[src/rtl/tmr_vote_monitor.sv]
// TMR receive-side voter: registered bitwise majority, per-replica saturating
// disagreement counters and a one-shot fault report over valid/ready.

module tmr_vote_cnt #(
    parameter int CNT_W  = 8,
    parameter int THRESH = 3
) (
    input  logic             i_clk,
    input  logic             i_rst_n,
    input  logic             i_clr,
    input  logic             i_mis,
    input  logic             i_take,
    output logic [CNT_W-1:0] o_cnt,
    output logic             o_pend
);
    localparam logic [CNT_W-1:0] CNT_MAX = '1;
    localparam logic [CNT_W-1:0] THR     = CNT_W'(THRESH);

    logic [CNT_W-1:0] r_cnt;
    logic             r_pend;
    logic             r_rep;
    logic [CNT_W-1:0] w_nxt;
    logic             w_hit;

    assign w_nxt = (i_mis && (r_cnt != CNT_MAX)) ? r_cnt + 1'b1 : r_cnt;
    // A replica is flagged only once; r_rep stays set until clr or reset.
    assign w_hit = (w_nxt >= THR) && !r_rep;

    always_ff @(posedge i_clk or negedge i_rst_n) begin
        if (!i_rst_n) begin
            r_cnt  <= '0;
            r_pend <= 1'b0;
            r_rep  <= 1'b0;
        end else if (i_clr) begin
            r_cnt  <= '0;
            r_pend <= 1'b0;
            r_rep  <= 1'b0;
        end else begin
            r_cnt <= w_nxt;
            if (w_hit) begin
                r_pend <= 1'b1;
                r_rep  <= 1'b1;
            end else if (i_take) begin
                r_pend <= 1'b0;
            end
        end
    end

    assign o_cnt  = r_cnt;
    assign o_pend = r_pend;
endmodule

module tmr_vote_monitor #(
    parameter int WIDTH  = 2,
    parameter int CNT_W  = 8,
    parameter int THRESH = 3
) (
    input  logic             i_clk,
    input  logic             i_rst_n,
    input  logic             i_in_valid,
    input  logic [WIDTH-1:0] i_rep_a,
    input  logic [WIDTH-1:0] i_rep_b,
    input  logic [WIDTH-1:0] i_rep_c,
    input  logic             i_clr,
    output logic [WIDTH-1:0] o_voted,
    output logic             o_voted_valid,
    output logic             o_multi_fault,
    output logic [CNT_W-1:0] o_err_cnt_a,
    output logic [CNT_W-1:0] o_err_cnt_b,
    output logic [CNT_W-1:0] o_err_cnt_c,
    output logic             o_rpt_valid,
    input  logic             i_rpt_ready,
    output logic [1:0]       o_rpt_replica,
    output logic [CNT_W-1:0] o_rpt_count
);
    typedef enum logic {IDLE, SEND} state_t;

    logic [2:0][WIDTH-1:0] w_rep;
    logic [WIDTH-1:0]      w_maj;
    logic [2:0]            w_mis;
    logic [2:0]            w_cnt_en;
    logic                  w_multi;
    logic [2:0][CNT_W-1:0] w_cnt;
    logic [2:0]            w_pend;
    logic [2:0]            w_take;
    logic [1:0]            w_sel;
    logic [CNT_W-1:0]      w_sel_cnt;

    state_t           r_state;
    logic [WIDTH-1:0] r_voted;
    logic             r_voted_valid;
    logic             r_multi_fault;
    logic             r_rpt_valid;
    logic [1:0]       r_rpt_replica;
    logic [CNT_W-1:0] r_rpt_count;

    assign w_rep = {i_rep_c, i_rep_b, i_rep_a};
    assign w_maj = (i_rep_a & i_rep_b) | (i_rep_a & i_rep_c) | (i_rep_b & i_rep_c);

    // multi_fault belongs to the vote path, so clr masks only the counting.
    assign w_multi  = (w_mis[0] & w_mis[1]) | (w_mis[0] & w_mis[2]) | (w_mis[1] & w_mis[2]);
    assign w_cnt_en = w_mis & {3{~i_clr}};

    for (genvar g = 0; g < 3; g++) begin : g_rep
        assign w_mis[g] = i_in_valid & (w_rep[g] != w_maj);

        tmr_vote_cnt #(
            .CNT_W  (CNT_W),
            .THRESH (THRESH)
        ) u_cnt (
            .i_clk   (i_clk),
            .i_rst_n (i_rst_n),
            .i_clr   (i_clr),
            .i_mis   (w_cnt_en[g]),
            .i_take  (w_take[g]),
            .o_cnt   (w_cnt[g]),
            .o_pend  (w_pend[g])
        );
    end

    always_comb begin
        w_sel     = 2'd0;
        w_sel_cnt = w_cnt[0];
        if (w_pend[0]) begin
            w_sel     = 2'd0;
            w_sel_cnt = w_cnt[0];
        end else if (w_pend[1]) begin
            w_sel     = 2'd1;
            w_sel_cnt = w_cnt[1];
        end else if (w_pend[2]) begin
            w_sel     = 2'd2;
            w_sel_cnt = w_cnt[2];
        end
    end

    assign w_take = (r_state == IDLE && !i_clr && (|w_pend)) ? (3'b001 << w_sel) : 3'b000;

    always_ff @(posedge i_clk or negedge i_rst_n) begin
        if (!i_rst_n) begin
            r_voted       <= '0;
            r_voted_valid <= 1'b0;
            r_multi_fault <= 1'b0;
        end else begin
            if (i_in_valid) r_voted <= w_maj;
            r_voted_valid <= i_in_valid;
            r_multi_fault <= w_multi;
        end
    end

    // Report FSM; the IDLE pass between reports gives the mandatory gap cycle.
    always_ff @(posedge i_clk or negedge i_rst_n) begin
        if (!i_rst_n) begin
            r_state       <= IDLE;
            r_rpt_valid   <= 1'b0;
            r_rpt_replica <= 2'd0;
            r_rpt_count   <= '0;
        end else if (i_clr) begin
            r_state     <= IDLE;
            r_rpt_valid <= 1'b0;
        end else begin
            case (r_state)
                IDLE: begin
                    if (|w_pend) begin
                        r_rpt_replica <= w_sel;
                        r_rpt_count   <= w_sel_cnt;
                        r_rpt_valid   <= 1'b1;
                        r_state       <= SEND;
                    end
                end
                SEND: begin
                    if (i_rpt_ready) begin
                        r_rpt_valid <= 1'b0;
                        r_state     <= IDLE;
                    end
                end
                default: r_state <= IDLE;
            endcase
        end
    end

    assign o_voted       = r_voted;
    assign o_voted_valid = r_voted_valid;
    assign o_multi_fault = r_multi_fault;
    assign o_err_cnt_a   = w_cnt[0];
    assign o_err_cnt_b   = w_cnt[1];
    assign o_err_cnt_c   = w_cnt[2];
    assign o_rpt_valid   = r_rpt_valid;
    assign o_rpt_replica = r_rpt_replica;
    assign o_rpt_count   = r_rpt_count;
endmodule

[config.mk]
export PLATFORM = sky130hd
export DESIGN_NAME = tmr_vote_monitor
export DESIGN_NICKNAME = d
export VERILOG_FILES = /design/src/rtl/tmr_vote_monitor.sv
export SDC_FILE = /design/constraint.sdc
export NUM_CORES = 1
export LEC_CHECK = 0
export ABC_AREA = 1
export BUFFER_PORTS_ARGS = -buffer_cell sky130_fd_sc_hd__buf_2
export CAP_MARGIN = 20
export CORE_MARGIN = 4
export CORE_UTILIZATION = 40
export DETAILED_ROUTE_END_ITERATION = 7
export PLACE_DENSITY_LB_ADDON = 0.1
export REMOVE_ABC_BUFFERS = 1
export SETUP_SLACK_MARGIN = 0.3
export SYNTH_ARGS = -nofsm -noshare
export SYNTH_HDL_FRONTEND = slang
export SYNTH_SLANG_ARGS = --single-unit
export TNS_END_PERCENT = 5
[constraint.sdc]
create_clock -name i_clk -period 1.7 [get_ports i_clk]
set_input_delay 0.34 -clock i_clk [delete_from_list [all_inputs] [get_ports i_clk]]
set_output_delay 0.34 -clock i_clk [all_outputs]
set_load 0.01 [all_outputs]
==> results.json <==
{
  "wire_per_inst_um": 13.3,
  "slew_violations": 0,
  "antenna_found_initial": 0,
  "period_needed_ps": 1790,
  "synthFlopType": "dfrtp_1",
  "postRouteAntennaNets": 0,
  "fin_worst_skew_ps": 2.29,
  "io_pins": 50,
  "synth_edf_count": 0,
  "seq_area_frac_synth_pct": 41.9,
  "max-vdd-ir-drop_mv": 0.375,
  "post-place-ws_ps": -195,
  "grt_pass1_vias": 2855,
  "drtIter0Drc": 105,
  "remaining_drc_errors": 0,
  "vias_per_cell": 4.89,
  "ys_seq_elements": 46,
  "grt_setup_unrepaired": "yes",
  "cts_buffers": 5,
  "synth_cell_types": 36,
  "syn_to_final_growth_pct": 51.0,
  "hold_class": "primary input to register",
  "yosysWarnings": 0,
  "fill_cells": 587,
  "grt_pass1_wl_mm": 13.5,
  "cap_violations": 0,
  "fin_tns_setup_ps": -289,
  "status": "complete, but fails checks",
  "synth_top_area_share_pct": 41.9,
  "violations": "setup timing",
  "placement.io_buffers": 49,
  "grt_max_degree": 30,
  "postPlaceCellArea_sq_um": 3660,
  "syn_area_per_cell_sq_um": 7.22,
  "postLayoutCellArea_sq_um": 4150,
  "start_kind": "register",
  "critPathMaxFanout": 7,
  "cts_tree": "done",
  "gr-usage-all-layers_pct": 20.2,
  "r2r_setup_slack_ps": -90,
  "switching_power_uw": 918,
  "switching_share_pct": 32.5,
  "regArea_sq_um": 1150,
  "fmax_mhz": 559,
  "synth-async-reset-ratio_pct": 100,
  "clk-insertion-delay-late_ps": 300,
  "seq_power_share_pct": 46.1,
  "p_int_mw": 1.90,
  "timing.final.ws_setup_ps": -90.3,
  "syn_area_sq_um": 2750,
  "multiInputGateArea_sq_um": 1550,
  "clk_path_buf_depth": 2,
  "power.density_nw_per_um2": 679,
  "rows": 29,
  "initial_core_util_pct": 42.3,
  "end_kind": "register",
  "clockPowerShare_pct": 24.8,
  "synth_area_leaders": "dfrtp_1, nand2_1, nor2_1",
  "core_area_sq_um": 6490,
  "p_leak_nw": 2.25,
  "pwr-share-comb_pct": 29.1,
  "n_antenna_cell": 0,
  "root_buffer": "clkbuf_8",
  "nets": 542,
  "period_share_pct": 105,
  "dr_total_vias": 2966,
  "crit_required_ps": 1940,
  "synth.most_common_cell": "nand2_1",
  "synth_commonest_cells": "nand2_1, nor2_1, inv_1, dfrtp_1, nand3_1",
  "gp_congestion": 0.882,
  "h-tree-depth": 2,
  "dieArea_sq_um": 8270,
  "crit_type": "register to register",
  "worstMarginPinSlew_ps": 445,
  "netlist_instances": 381,
  "die_h_um": 90.9,
  "power.total_mw": 2.82,
  "clkTransAtPathRegs_ps": 80,
  "die_width_um": 90.9,
  "drt_wl_total_mm": 8.07,
  "synth.largest_area_cell": "dfrtp_1",
  "arrival_ps": 2030,
  "grt_overflow": 0,
  "slew_headroom_pct": 70.3,
  "drive_gt1_share_pct": 41.6,
  "hold_violations": 0,
  "setup_viol": 5,
  "firstDrtPassIters": 4,
  "place_hpwl_mm": 6.06,
  "cts_sinks": 46
}
## cell usage in the layout, fill, tap and decap left out, drive strengths merged
cell	count
a211oi	1
a21boi	1
a21o	1
a21oi	15
a221oi	2
a22oi	1
buf	147
clkbuf	7
clkinv	1
dfrtp	46
dlygate4sd3	1
ha	3
inv	56
nand2	103
nand3	26
nand3b	1
nand4	14
nor2	57
nor3	3
o21ai	27
o22ai	6
o31ai	1
or2	1
xnor2	2
xor2	6
## through the flow
stage / hold WS [ps] / util, % / instances
floorplan: 44.4 / - / 372
global placement: 315 / 56.4 / 579
detailed placement: 312 / 56.4 / 579
CTS: 213 / 62.2 / 600
global route: 237 / 64.0 / 606
finish: 220 / 64.0 / 606
## repair_timing
item | CTS | global route
cloned | 1 | 0
pin swaps | 33 | 22
endpoints found under the setup margin | 31 | 41
setup buffers | 11 | 6
resized for setup | 50 | 24
hold buffers | 1 | 0
hold endpoints to repair | 18 | 0
## state kept, by name (all words and copies together) (netlist names), 2 cells and up
| name | count |
|---|---|
| o_rpt_count | 8 |
| g_rep.u_cnt.o_pend | 3 |
| g_rep.u_cnt.o_cnt | 24 |
| o_voted | 2 |
| g_rep.u_cnt.r_rep | 3 |
| o_rpt_replica | 2 |
## logic make-up after synthesis
group                      after synthesis  synth area share, %
xor gates and xnor gates                 8                 2.55
AOI/OAI and AO/OA                       55                 12.4
adders and majority gates                3                 1.37
and+or+nand+nor                        204                 32.4
DFF                                     46                 41.9
buffers and inverters                   65                 9.46
## layout make-up
type	count	area share, %
sequential	46	27.7
multi-input combinational	271	37.3
inverter	56	5.12
tap	77	2.32
clock buffer	7	2.08
clock inverter	1	0.120
timing repair buffer	148	25.3
## critical path: stages, from the launching register on
cell     delay (ps)
dfrtp_1         400
ha_2            200
nand2_2          90
nor2_4           60
nand3_4          90
nand3_4         140
buf_6           170
o21ai_4         110
inv_2            50
buf_4           120
buf_4           120
buf_6           100
nor2_1           70
## power by group through the flow
| stage | sequential (mW) | clock, mW | combinational (mW) |
|---|---|---|---|
| finish | 1.30 | 0.699 | 0.821 |
| global route | 1.32 | 0.763 | 0.916 |
| CTS | 1.30 | 0.717 | 0.797 |
| detailed placement | 1.32 | 0 | 0.750 |
| global placement | 1.32 | 0 | 0.740 |
| floorplan | 1.36 | 0 | 0.315 |
## path summary, 6_finish.rpt
check                                             start                 endpoint  depth (start not counted)
worst max-delay path            g_rep[0].u_cnt.o_cnt[0]  g_rep[0].u_cnt.o_cnt[3]                         12
worst min-delay path                        i_rpt_ready              o_rpt_valid                          2
worst max register to register  g_rep[0].u_cnt.o_cnt[0]  g_rep[0].u_cnt.o_cnt[3]                         12
worst min register to register         o_rpt_replica[1]         o_rpt_replica[1]                          2
max in group asynchronous                       i_rst_n  g_rep[1].u_cnt.o_cnt[2]                          3
min in group asynchronous                       i_rst_n            o_multi_fault                          2
## per-layer routing
metal / GRT usage, % / vias up / routed length, um
li1: - / 1523 / -
met1: 27.5 / 1376 / 3720
met2: 32.8 / 52 / 3880
met3: 4.17 / 15 / 312
met4: 5.28 / 0 / 159
met5: 0 / - / 0
(Power assumes the default switching activity.)
